$ cat config.mk
export PLATFORM = sky130hd
export DESIGN_NAME = chu_vga_thermo_core
export DESIGN_NICKNAME = d
export VERILOG_FILES = /design/src/rtl/chu_vga_thermo_core.sv
export SDC_FILE = /design/constraint.sdc
export NUM_CORES = 1
export LEC_CHECK = 0
export BUFFER_PORTS_ARGS = -buffer_cell sky130_fd_sc_hd__buf_4
export CORE_UTILIZATION = 56
export CTS_CLUSTER_DIAMETER = 100
export DETAILED_ROUTE_END_ITERATION = 10
export PLACE_DENSITY = 0.8
export SYNTH_ARGS = -nofsm -noshare
export SYNTH_HDL_FRONTEND = slang
export SYNTH_SLANG_ARGS = --single-unit
$ cat constraint.sdc
create_clock -name clk -period 10.7 [get_ports clk]
set_input_delay 1.605 -clock clk [delete_from_list [all_inputs] [get_ports clk]]
set_output_delay 1.605 -clock clk [all_outputs]
set_load 0.05 [all_outputs]
$ cat src/rtl/chu_vga_thermo_core.sv
// Thermometer overlay for a VGA pixel stream: a 16x130 bordered gauge whose
// interior fills from the bottom up to a level that ramps one step per frame
// toward a programmed target (or jumps straight to it in instant mode).
module chu_vga_thermo_core #(
    parameter int             CD        = 12,
    parameter logic [CD-1:0]  KEY_COLOR = {CD{1'b0}}
) (
    input  logic          clk,
    input  logic          reset,
    input  logic [10:0]   x,
    input  logic [10:0]   y,
    input  logic          cs,
    input  logic          write,
    input  logic [13:0]   addr,
    input  logic [31:0]   wr_data,
    input  logic [CD-1:0] si_rgb,
    output logic [CD-1:0] so_rgb
);

    localparam logic [CD-1:0] FILL_RST   = CD'(12'h0F0);
    localparam logic [CD-1:0] BORDER_RST = CD'(12'hFFF);

    logic [10:0]   x0_q, x0_d;
    logic [10:0]   y0_q, y0_d;
    logic [6:0]    target_q, target_d;
    logic [6:0]    level_q, level_d;
    logic          enable_q, enable_d;
    logic          instant_q, instant_d;
    logic [CD-1:0] fill_q, fill_d;
    logic [CD-1:0] border_q, border_d;
    logic          origin_q, origin_d;
    logic [CD-1:0] so_rgb_q, pix_d;

    logic          wr_s;
    logic          frame_start_s;
    logic [6:0]    target_sat_s;
    logic [11:0]   px_s, py_s, bx0_s, bx1_s, by0_s, by1_s, fill_top_s;
    logic          in_rect_s, on_ring_s;

    // Register file writes, frame-start detection and level ramp/instant load
    always_comb begin
        wr_s          = cs && write;
        origin_d      = (x == 11'd0) && (y == 11'd0);
        frame_start_s = origin_d && !origin_q;
        if (wr_data[7:0] > 8'd127) begin
            target_sat_s = 7'd127;
        end else begin
            target_sat_s = wr_data[6:0];
        end

        x0_d      = x0_q;
        y0_d      = y0_q;
        target_d  = target_q;
        fill_d    = fill_q;
        border_d  = border_q;
        enable_d  = enable_q;
        instant_d = instant_q;
        if (wr_s) begin
            case (addr[1:0])
                2'd0: begin
                    x0_d = wr_data[10:0];
                    y0_d = wr_data[26:16];
                end
                2'd1: target_d = target_sat_s;
                2'd2: begin
                    fill_d   = wr_data[CD-1:0];
                    border_d = wr_data[16+CD-1:16];
                end
                2'd3: begin
                    enable_d  = wr_data[0];
                    instant_d = wr_data[1];
                end
                default: x0_d = x0_q;
            endcase
        end else begin
            x0_d = x0_q;
        end

        // The step uses the target that was in force before this edge, so a
        // write landing on a frame-start cycle only matters from the next frame.
        level_d = level_q;
        if (enable_q && instant_q) begin
            level_d = target_q;
        end else if (enable_q && frame_start_s) begin
            if (level_q < target_q) begin
                level_d = level_q + 7'd1;
            end else if (level_q > target_q) begin
                level_d = level_q - 7'd1;
            end else begin
                level_d = level_q;
            end
        end else begin
            level_d = level_q;
        end
    end

    // Pixel classification with 12-bit compares so the far edges never wrap
    always_comb begin
        px_s       = {1'b0, x};
        py_s       = {1'b0, y};
        bx0_s      = {1'b0, x0_q};
        bx1_s      = {1'b0, x0_q} + 12'd15;
        by0_s      = {1'b0, y0_q};
        by1_s      = {1'b0, y0_q} + 12'd129;
        fill_top_s = by1_s - {5'd0, level_q};
        in_rect_s  = (px_s >= bx0_s) && (px_s <= bx1_s) &&
                     (py_s >= by0_s) && (py_s <= by1_s);
        on_ring_s  = (px_s == bx0_s) || (px_s == bx1_s) ||
                     (py_s == by0_s) || (py_s == by1_s);
        pix_d      = si_rgb;
        if (!enable_q || !in_rect_s) begin
            pix_d = si_rgb;
        end else if (on_ring_s) begin
            pix_d = border_q;
        end else if ((py_s >= fill_top_s) && (fill_q != KEY_COLOR)) begin
            pix_d = fill_q;
        end else begin
            pix_d = si_rgb;
        end
    end

    // State and output registers with synchronous active-low reset
    always_ff @(posedge clk) begin
        if (!reset) begin
            x0_q      <= 11'd0;
            y0_q      <= 11'd0;
            target_q  <= 7'd0;
            level_q   <= 7'd0;
            enable_q  <= 1'b0;
            instant_q <= 1'b0;
            fill_q    <= FILL_RST;
            border_q  <= BORDER_RST;
            origin_q  <= 1'b0;
            so_rgb_q  <= {CD{1'b0}};
        end else begin
            x0_q      <= x0_d;
            y0_q      <= y0_d;
            target_q  <= target_d;
            level_q   <= level_d;
            enable_q  <= enable_d;
            instant_q <= instant_d;
            fill_q    <= fill_d;
            border_q  <= border_d;
            origin_q  <= origin_d;
            so_rgb_q  <= pix_d;
        end
    end

    assign so_rgb = so_rgb_q;

endmodule

==> out/metrics.yaml <==
endpoint_kind: "flop"
r2r-end: "so_rgb[4]$_SDFF_PN0_"
hold_violations: 0
cts.sinks: 75
async_reset_ff_share_pct: 0
status: "complete, no violations"
crit_end: "so_rgb[4]$_SDFF_PN0_"
vias_per_cell: 5.92
grt_usage_pct: 29.0
synth_xor_area_share_pct: 5.26
ir_drop_uv: 98.7
hold_class: "reg2reg"
h-tree-depth: 3
ios: 96
slowest_stage: "dfxtp_1"
initial_core_util_pct: 57.4
synthDistinctLibCells: 59
synth-compound-area-share_pct: 21.7
clk_latency_ns: 0.35
path_max_fanout: 12
rsz0062_at_grt: "no"
worstPathRequired_ns: 10.94
cts_buffers: 9
rr_worst_depth: 18
layout_min_cycle_time_ns: 5.01
combinationalPowerShare_pct: 29.2
power_density_nw_per_um2: 111
layout_commonest_cell: "nand2_1"
yosys_warnings: 0
synth_fa_ha_area_share_pct: 17.5
dieHeight_um: 102
synth_edf_count: 0
drt_iter0_markers: 378
drc: 0
globalplace.congestion: 0.914
min_period_over_period_pct: 46.8
pre_cts_slack_ns: 5.84
cts_resized: 0
slowest_delay_ns: 0.48
r2r_slack_ns: 5.69
p_leak_uw: 0.00276
r2r-start: "y0_q[0]$_SDFFE_PN0P_"
routed-via-count: 5262
clk_pin_slew_ns: 0.08
maxCapViolCount: 0
slew_headroom_pct: 16.6
ant_nets: 0
maxSlewViolCount: 0
syn-cell-area_um2: 5590
grt_pass1_vias: 4963
core_um2: 9730
fin_nets: 912
crit_family: "compound AO/OA/AOI/OAI gates"
wire_per_inst_um: 16.2
crit_chain: "ha_1 > xor2_1 > ha_1 > nor2b_1 > o21ai_0 > a21boi_0 > o21ai_0 > nand2b_1 > a211oi_1 > xor2_1 > ha_1 > o2111ai_1 > a21oi_1 > a2111o_1 > a21oi_1 > nor2_1 > a221o_1 > a22o_1"
antenna_found_initial: 0
critPathKind: "reg2reg"
n_fill_cell: 842
grt_overflow: 0
finalSetupViolCount: 0
fmax_mhz: 200
hpwl_um: 11200
first_pass_iters: 5
grt_pass1_wl_um: 23500
synthSimpleGateAreaFrac_pct: 21.5
hold_buffers: 0
arrival_ns: 5.25
dieArea_um2: 10400
cts_setup_buffers: 0
final_cell_mix: "114 x nand2_1, 78 x buf_4, 75 x ha_1, 75 x dfxtp_1, 53 x inv_1"
setup_slack_ns: 5.69
wirelength_um: 14400
max_slew.worst_pin.slew_ns: 1.24
p_int_uw: 483
synth_top_family_by_area: "compound AO/OA/AOI/OAI gates"
clockRootBuffer: "clkbuf_8"
die_x_um: 102
path_buf_inv: 0
p_seq_share_pct: 42.0
crit_path_frequent_cell: "ha_1"
switching_share_pct: 32.2
crit_path_start_kind: "flop"
area_growth_pct: 14.6
synth_fp_nets: 852
skew_ns: 0.0106
muxShareOfSynthArea_pct: 1.25
synth_area_per_cell_um2: 8.09
p_clk_share_pct: 28.9
ys_seq_area_share_pct: 26.9
tns_ns: 0
cts_buffer_depth: 2
io_buffers: 75
drive_gt1_share_pct: 14.4
fp-row-count: 36
cp-startpoint: "y0_q[0]$_SDFFE_PN0P_"
synth_top_flop_cell: "dfxtp_1"
cp_num_cells: 18
p_switching_uw: 230
diodes: 0
cts_tree: "done"
grt_max_degree: 77
synthCells: 691
synth-seq-cells: 75
-- registers in the layout, indices dropped and copies added (netlist names) --
register   count
border_q      12
fill_q        12
so_rgb        12
x0_q          11
y0_q          11
level_q        7
target_q       7
enable_q       1
instant_q      1
origin_q       1
-- through the flow --
stage                     hold slack [ns]  instances  util, %  cell area (um^2)  total power, uW
after floorplan                     0.435        691        -              5590              449
after global placement              0.448        873     63.9              6220              502
after detailed placement            0.459        873     63.9              6220              511
after CTS                           0.477        889     65.8              6410              712
after global routing                0.499        889     65.8              6410              752
final                               0.474        889     65.8              6410              713
-- synthesized netlist by cell type, types with 3 or more instances --
| cell type | count | area (um^2) |
|---|---|---|
| o221ai_1 | 7 | 61.3 |
| nor3_1 | 6 | 30.0 |
| a22o_1 | 13 | 114 |
| ha_1 | 75 | 938 |
| and2_1 | 9 | 56.3 |
| or2_2 | 3 | 18.8 |
| a21o_1 | 7 | 52.6 |
| dfxtp_1 | 75 | 1500 |
| o211ai_1 | 3 | 22.5 |
| a21boi_0 | 31 | 233 |
| o211a_1 | 7 | 70.1 |
| and3_1 | 3 | 18.8 |
| a211oi_1 | 3 | 22.5 |
| or3_1 | 3 | 18.8 |
| nor2_1 | 30 | 113 |
| nor4_1 | 12 | 75.1 |
| o21a_1 | 8 | 60.1 |
| nor2b_1 | 11 | 68.8 |
| a211o_1 | 3 | 26.3 |
| nand2b_1 | 3 | 18.8 |
| nand2_1 | 114 | 428 |
| xor2_1 | 4 | 35.0 |
| clkbuf_1 | 25 | 93.8 |
| o21bai_1 | 3 | 22.5 |
| nand3_1 | 33 | 165 |
| xnor2_1 | 27 | 236 |
| o21ai_0 | 26 | 130 |
| a221o_1 | 12 | 120 |
| nand4_1 | 16 | 100 |
| inv_1 | 53 | 199 |
| a21oi_1 | 25 | 125 |
| mux2i_1 | 7 | 70.1 |
-- logic make-up (layout without fill, tap and decap cells) --
family,after synthesis,after routing
AOI/OAI and AO/OA,164,164
xor gates and xnor gates,32,32
adders and majority gates,77,77
buffers and inverters,84,149
DFF,75,75
muxes,7,7
and+or+nand+nor,252,252
-- worst min-delay path, delay by kind of cell, from the launching register on --
kind	cells	cell delay, ns
and+or+nand+nor	2	0.11
DFF	1	0.32
-- layout make-up --
type                    count  area [um^2]  area share, %
clock buffers              11          151           2.36
multi-input cells         532         3760           58.7
well taps                 133          166           2.60
repair buffers             78          586           9.14
flip-flops and latches     75         1500           23.4
inverters                  55          206           3.22
clock inverters             5         36.3          0.566
-- metal layers --
layer | up-vias | track usage (%) | part of all wire (%)
met5 | - | 0 | 0
met4 | 0 | 8.46 | 1.7
met3 | 23 | 4.51 | 6.1
met2 | 206 | 49.5 | 47
met1 | 2448 | 38.0 | 45
li1 | 2585 | - | -
-- worst min-delay path by stage --
stage	startpoint	endpoint	slack [ns]	cells past startpoint
final	border_q[8]$_SDFFE_PN1P_	border_q[8]$_SDFFE_PN1P_	0.47	2
after floorplan	border_q[0]$_SDFFE_PN1P_	border_q[0]$_SDFFE_PN1P_	0.44	2
after global routing	border_q[9]$_SDFFE_PN1P_	border_q[9]$_SDFFE_PN1P_	0.50	2
after CTS	border_q[8]$_SDFFE_PN1P_	border_q[8]$_SDFFE_PN1P_	0.48	2
after global placement	border_q[10]$_SDFFE_PN1P_	border_q[10]$_SDFFE_PN1P_	0.45	2
after detailed placement	border_q[10]$_SDFFE_PN1P_	border_q[10]$_SDFFE_PN1P_	0.46	2
-- power groups by stage --
stage,Sequential (uW),Clock [uW],Combinational (uW)
2_1_floorplan,311,0,138
3_3_place_gp,305,0,197
3_5_place_dp,305,0,205
4_1_cts,299,206,207
5_1_grt,300,219,233
6_report,299,206,208
Note: power is estimated with default switching activity, not from simulation.
